$ cat config.mk
export PLATFORM = sky130hd
export DESIGN_NAME = lighting_command_generator
export DESIGN_NICKNAME = d
export VERILOG_FILES = /design/src/rtl/lighting_command_generator.sv
export SDC_FILE = /design/constraint.sdc
export NUM_CORES = 1
export LEC_CHECK = 0
export BUFFER_PORTS_ARGS = -buffer_cell sky130_fd_sc_hd__buf_2
export CAP_MARGIN = 20
export CORE_ASPECT_RATIO = 1.75
export CORE_UTILIZATION = 46
export CTS_BUF_LIST = sky130_fd_sc_hd__clkbuf_16
export CTS_CLUSTER_DIAMETER = 40
export DETAILED_ROUTE_END_ITERATION = 12
export PLACE_DENSITY = 0.67
export SETUP_SLACK_MARGIN = 0.05
export SLEW_MARGIN = 20
export SYNTH_ARGS = -nofsm -noshare
export SYNTH_HDL_FRONTEND = slang
export SYNTH_SLANG_ARGS = --single-unit
$ cat constraint.sdc
create_clock -name clk -period 2 [get_ports clk]
set_input_delay 0.1 -clock clk [delete_from_list [all_inputs] [get_ports clk]]
set_output_delay 0.1 -clock clk [all_outputs]
set_load 0.1 [all_outputs]
$ cat src/rtl/lighting_command_generator.sv
// Push-button / presence-sensor front end: synchronizes and debounces both raw
// inputs, then classifies them into one-cycle command pulses a/b/c/d.
module lighting_command_generator #(
  parameter int DEBOUNCE_CYC     = 4,
  parameter int LONG_PRESS_CYC   = 20,
  parameter int IDLE_TIMEOUT_CYC = 50
) (
  input  logic clk,
  input  logic rst,
  input  logic push_button,
  input  logic presence_sensor,
  output logic a,
  output logic b,
  output logic c,
  output logic d
);

  localparam int DB_W   = $clog2(DEBOUNCE_CYC + 1);
  localparam int HOLD_W = $clog2(LONG_PRESS_CYC + 1);
  localparam int IDLE_W = $clog2(IDLE_TIMEOUT_CYC + 1);

  localparam logic [DB_W-1:0]   DB_LIM   = DB_W'(DEBOUNCE_CYC);
  localparam logic [HOLD_W-1:0] HOLD_LIM = HOLD_W'(LONG_PRESS_CYC);
  localparam logic [IDLE_W-1:0] IDLE_LIM = IDLE_W'(IDLE_TIMEOUT_CYC);

  typedef enum logic [1:0] {
    BTN_IDLE    = 2'd0,
    BTN_PRESSED = 2'd1,
    BTN_LONG    = 2'd2
  } btn_state_t;

  typedef enum logic [1:0] {
    VACANT   = 2'd0,
    OCCUPIED = 2'd1,
    TIMING   = 2'd2
  } pres_state_t;

  logic btn_sync1_q, btn_sync1_d, btn_sync2_q, btn_sync2_d;
  logic prs_sync1_q, prs_sync1_d, prs_sync2_q, prs_sync2_d;

  logic            btn_lvl_q, btn_lvl_d;
  logic [DB_W-1:0] btn_cnt_q, btn_cnt_d, btn_cnt_inc;
  logic            prs_lvl_q, prs_lvl_d;
  logic [DB_W-1:0] prs_cnt_q, prs_cnt_d, prs_cnt_inc;

  btn_state_t        btn_state_q, btn_state_d;
  logic [HOLD_W-1:0] hold_cnt_q, hold_cnt_d;
  pres_state_t       prs_state_q, prs_state_d;
  logic [IDLE_W-1:0] idle_cnt_q, idle_cnt_d, idle_cnt_inc;

  logic a_q, a_d, b_q, b_d, c_q, c_d, d_q, d_d;

  // Stage 0: two-flop synchronizers
  always_comb begin
    btn_sync1_d = push_button;
    btn_sync2_d = btn_sync1_q;
    prs_sync1_d = presence_sensor;
    prs_sync2_d = prs_sync1_q;
  end

  // Stage 1: debounce; the level flips on the DEBOUNCE_CYC-th consecutive
  // cycle of disagreement, any agreement restarts the count.
  always_comb begin
    btn_cnt_inc = btn_cnt_q + DB_W'(1);
    btn_lvl_d   = btn_lvl_q;
    btn_cnt_d   = '0;
    if (btn_sync2_q != btn_lvl_q) begin
      if (btn_cnt_inc == DB_LIM) begin
        btn_lvl_d = btn_sync2_q;
      end else begin
        btn_cnt_d = btn_cnt_inc;
      end
    end
  end

  always_comb begin
    prs_cnt_inc = prs_cnt_q + DB_W'(1);
    prs_lvl_d   = prs_lvl_q;
    prs_cnt_d   = '0;
    if (prs_sync2_q != prs_lvl_q) begin
      if (prs_cnt_inc == DB_LIM) begin
        prs_lvl_d = prs_sync2_q;
      end else begin
        prs_cnt_d = prs_cnt_inc;
      end
    end
  end

  // Stage 2: press classification; a press ends in exactly one of a or b
  always_comb begin
    btn_state_d = btn_state_q;
    hold_cnt_d  = hold_cnt_q;
    a_d         = 1'b0;
    b_d         = 1'b0;
    case (btn_state_q)
      BTN_IDLE: begin
        if (btn_lvl_q) begin
          btn_state_d = BTN_PRESSED;
          hold_cnt_d  = HOLD_W'(1);
        end
      end
      BTN_PRESSED: begin
        if (hold_cnt_q >= HOLD_LIM) begin
          a_d         = 1'b1;
          hold_cnt_d  = '0;
          btn_state_d = btn_lvl_q ? BTN_LONG : BTN_IDLE;
        end else if (!btn_lvl_q) begin
          b_d         = 1'b1;
          hold_cnt_d  = '0;
          btn_state_d = BTN_IDLE;
        end else begin
          hold_cnt_d = hold_cnt_q + HOLD_W'(1);
        end
      end
      BTN_LONG: begin
        if (!btn_lvl_q) begin
          btn_state_d = BTN_IDLE;
        end
      end
      default: begin
        btn_state_d = BTN_IDLE;
        hold_cnt_d  = '0;
      end
    endcase
  end

  // Stage 2: occupancy tracking; c and d come from exclusive branches
  always_comb begin
    prs_state_d  = prs_state_q;
    idle_cnt_inc = idle_cnt_q + IDLE_W'(1);
    idle_cnt_d   = idle_cnt_q;
    c_d          = 1'b0;
    d_d          = 1'b0;
    case (prs_state_q)
      VACANT: begin
        if (prs_lvl_q) begin
          d_d         = 1'b1;
          prs_state_d = OCCUPIED;
        end
      end
      OCCUPIED: begin
        if (!prs_lvl_q) begin
          prs_state_d = TIMING;
          idle_cnt_d  = '0;
        end
      end
      TIMING: begin
        if (prs_lvl_q) begin
          d_d         = 1'b1;
          idle_cnt_d  = '0;
          prs_state_d = OCCUPIED;
        end else if (idle_cnt_inc == IDLE_LIM) begin
          c_d         = 1'b1;
          idle_cnt_d  = '0;
          prs_state_d = VACANT;
        end else begin
          idle_cnt_d = idle_cnt_inc;
        end
      end
      default: begin
        prs_state_d = VACANT;
        idle_cnt_d  = '0;
      end
    endcase
  end

  always_ff @(posedge clk or posedge rst) begin
    if (rst) begin
      btn_sync1_q <= 1'b0;
      btn_sync2_q <= 1'b0;
      prs_sync1_q <= 1'b0;
      prs_sync2_q <= 1'b0;
      btn_lvl_q   <= 1'b0;
      btn_cnt_q   <= '0;
      prs_lvl_q   <= 1'b0;
      prs_cnt_q   <= '0;
      btn_state_q <= BTN_IDLE;
      hold_cnt_q  <= '0;
      prs_state_q <= VACANT;
      idle_cnt_q  <= '0;
      a_q         <= 1'b0;
      b_q         <= 1'b0;
      c_q         <= 1'b0;
      d_q         <= 1'b0;
    end else begin
      btn_sync1_q <= btn_sync1_d;
      btn_sync2_q <= btn_sync2_d;
      prs_sync1_q <= prs_sync1_d;
      prs_sync2_q <= prs_sync2_d;
      btn_lvl_q   <= btn_lvl_d;
      btn_cnt_q   <= btn_cnt_d;
      prs_lvl_q   <= prs_lvl_d;
      prs_cnt_q   <= prs_cnt_d;
      btn_state_q <= btn_state_d;
      hold_cnt_q  <= hold_cnt_d;
      prs_state_q <= prs_state_d;
      idle_cnt_q  <= idle_cnt_d;
      a_q         <= a_d;
      b_q         <= b_d;
      c_q         <= c_d;
      d_q         <= d_d;
    end
  end

  assign a = a_q;
  assign b = b_q;
  assign c = c_q;
  assign d = d_q;

endmodule

==> results.sh <==
export IMPL_status="completed"
export IMPL_synth_mux_area_fraction_pct=0.7972
export IMPL_fin_total_pwr_mw=2.296
export IMPL_cap_viol_max_count=0
export IMPL_ant_nets=0
export IMPL_synth_simple_area_share_pct=13.29
export IMPL_worstHoldStart="prs_sync1_q$_DFF_PP0_"
export IMPL_netlist_area_mm2=0.001413
export IMPL_worstSetupPathType="reg2reg"
export IMPL_final_common_cell="dfrtp_1"
export IMPL_synth_top_family_by_area="compound AO/OA/AOI/OAI gates"
export IMPL_grt_pass1_vias=947
export IMPL_path_max_fanout=6
export IMPL_reg2reg_depth=4
export IMPL_cts_tree="built"
export IMPL_syn_nets=142
export IMPL_irDropWorstVdd_v=0.001159
export IMPL_synth_fa_ha_area_share_pct=7.086
export IMPL_grt_setup_unrepaired="false"
export IMPL_slew_headroom_pct=62.85
export IMPL_clock_sinks=31
export IMPL_antenna_found_initial=0
export IMPL_clk_pin_slew_ns=0.05
export IMPL_synth_xor_area_share_pct=3.720
export IMPL_synthTopCellsByArea="dfrtp_1 55%, ha_1 7.1%, a21oi_1 3.2%"
export IMPL_holdPathEnd="prs_sync2_q$_DFF_PP0_"
export IMPL_rows=26
export IMPL_nets=158
export IMPL_hp_class="reg2reg"
export IMPL_layoutNonFillerInstCount=175
export IMPL_yosysUniqueCellTypes=35
export IMPL_max_clock_path_buffers=2
export IMPL_setup_viol=0
export IMPL_drc=0
export IMPL_worst_setup_path_start_kind="flip-flop"
export IMPL_die_area_mm2=0.003305
export IMPL_dp_hpwl_um=1690
export IMPL_yosysWarnings=0
export IMPL_r2r_start="idle_cnt_q[2]$_DFFE_PP0P_"
export IMPL_final_cell_mix="31 x dfrtp_1, 9 x a21oi_1, 8 x inv_1, 8 x nand2_1, 8 x ha_1"
export IMPL_cts_htree_levels=2
export IMPL_area_growth_syn_to_layout_pct=18.16
export IMPL_fp_coreArea_mm2=0.002928
export IMPL_pre_cts_slack_ns=0.4818
export IMPL_syn_inst=130
export IMPL_grt_pass1_wl_um=3939
export IMPL_die_h_um=75.31
export IMPL_setup_tns_ns=0
export IMPL_ff2ff_setup_slack_ns=0.48
export IMPL_antenna_cells=0
export IMPL_holdPathStages=0
export IMPL_synthFlopType="dfrtp_1"
export IMPL_yosysTopAreaCell="dfrtp_1"
export IMPL_clockRootBuffer="clkbuf_16"
export IMPL_leakagePower_nw=0.7887
export IMPL_fp_dieW_um=43.89
export IMPL_grt_usage_pct=16.68
export IMPL_end_kind="flip-flop"
export IMPL_firstDrtPassIters=4
export IMPL_ys_async_sr_fraction_pct=100.0
export IMPL_setup_ws_ns=0.4779
export IMPL_drive_gt1_share_pct=12.93
export IMPL_detail_route_iter0_violations=12
export IMPL_vias_per_cell=5.629
export IMPL_worstReg2RegEnd="idle_cnt_q[1]$_DFFE_PP0P_"
export IMPL_fillers=251
export IMPL_postCtsSetupBuffers=0
export IMPL_overflow=0
export IMPL_hold_slack_ns=0.3495
export IMPL_numPortBuffers=7
export IMPL_start_util_pct=48.25
export IMPL_fmax_ghz=0.6570
export IMPL_post_route_period_util_pct=76.10
export IMPL_ys_seq_elements=31
export IMPL_ys_seq_area_share_pct=54.92
export IMPL_synth_top_area_share_pct=54.92
export IMPL_route_vias_total=985
export IMPL_tightest_slew_ns=0.5529
export IMPL_dp_cells=164
export IMPL_place_gp_congestion=0.7788
export IMPL_synth_compound_area_share_pct=17.01
export IMPL_critical_path_arrival_ns=1.70
export IMPL_grt_max_degree=32
export IMPL_hold_viol_final=0
export IMPL_pin_count=8
export IMPL_synth_edf_count=0
export IMPL_finalClockSkew_ns=0.004043
export IMPL_wl_per_cell_um=13.38
export IMPL_critPathRequiredTime_ns=2.17
export IMPL_slew_violations=0
export IMPL_synth_area_per_cell_um2=10.87
export IMPL_clk_latency_ns=0.27
export IMPL_routed_wl_um=2341
export IMPL_powerDensity_mw_per_mm2=1375
export IMPL_cts_inserted_buffers=5
export IMPL_finalCriticalPeriod_ns=1.522
## stage by stage
| stage | instance area, um2 | utilization [%] |
|---|---|---|
| after floorplan | 1413 | - |
| after global placement | 1475 | 50.38 |
| after detailed placement | 1475 | 50.38 |
| after CTS | 1669 | 57.01 |
| after global routing | 1669 | 57.01 |
| final | 1669 | 57.01 |
## logic make-up after synthesis
logic type                 Yosys count
adders and majority gates            8
AOI/OAI and AO/OA                   38
and+or+nand+nor                     36
buffers and inverters               10
DFF                                 31
muxes                                1
xor gates and xnor gates             6
## timing repair
action | in CTS | in global routing
hold endpoints to repair | 33 | 0
setup endpoints to repair | 0 | 0
resized for setup | 0 | 0
hold buffers | 3 | 0
## per-layer routing
metal	vias to the layer above	routed length, um	GRT usage (%)
met5	-	0	0
met1	481	980	17.24
li1	488	-	-
met2	10	1233	28.19
met4	0	65	10.77
met3	6	62	5.924
## flip-flops by register name (all words and copies together) (netlist names), 2 cells and up
register / count
btn_cnt_q: 3
btn_state_q: 2
hold_cnt_q: 5
idle_cnt_q: 6
prs_cnt_q: 3
prs_state_q: 2
## power by group
part / switching (mW) / internal, mW / total (mW)
clock: 0.242 / 0.578 / 0.821
sequential: 0.145 / 0.771 / 0.917
combinational: 0.360 / 0.199 / 0.559
total: 0.748 / 1.55 / 2.30
## cells in the mapped netlist, types with 4 or more instances
library cell and instances:
nand2_1 8, nor3_1 4, ha_1 8, nor2b_1 4, a21oi_1 9, nor2_1 7, xnor2_1 4, inv_1 8
o21ai_1 6, dfrtp_1 31, o21ai_0 6
## worst max-delay path: stages, from the launching register on
cell and delay [ns]:
dfrtp_1 0.42, and3_1 0.26, and4_4 0.21, o2111a_2 0.29, o31ai_1 0.25
## how the worst max path moves through the flow
stage                                          start                   endpoint  cells past startpoint
after global routing      prs_state_q[1]$_DFFE_PP0P_  idle_cnt_q[4]$_DFFE_PP0P_                      4
final                      idle_cnt_q[2]$_DFFE_PP0P_  idle_cnt_q[1]$_DFFE_PP0P_                      4
after global placement    prs_state_q[1]$_DFFE_PP0P_  idle_cnt_q[4]$_DFFE_PP0P_                      4
after CTS                 prs_state_q[1]$_DFFE_PP0P_  idle_cnt_q[4]$_DFFE_PP0P_                      4
after detailed placement   idle_cnt_q[2]$_DFFE_PP0P_  idle_cnt_q[1]$_DFFE_PP0P_                      4
after floorplan            idle_cnt_q[2]$_DFFE_PP0P_  idle_cnt_q[1]$_DFFE_PP0P_                      5
## layout make-up
cell class,instances,area (um2),share of cell area (%)
Clock buffer,5,125.1,7.496
Clock inverter,3,38.79,2.324
Inverter,8,30.03,1.799
Multi-Input combinational cell,89,591.8,35.46
Sequential cell,31,775.7,46.48
Tap cell,28,35.03,2.099
Timing Repair Buffer,11,72.57,4.348
Note: power is estimated with default switching activity, not from simulation.
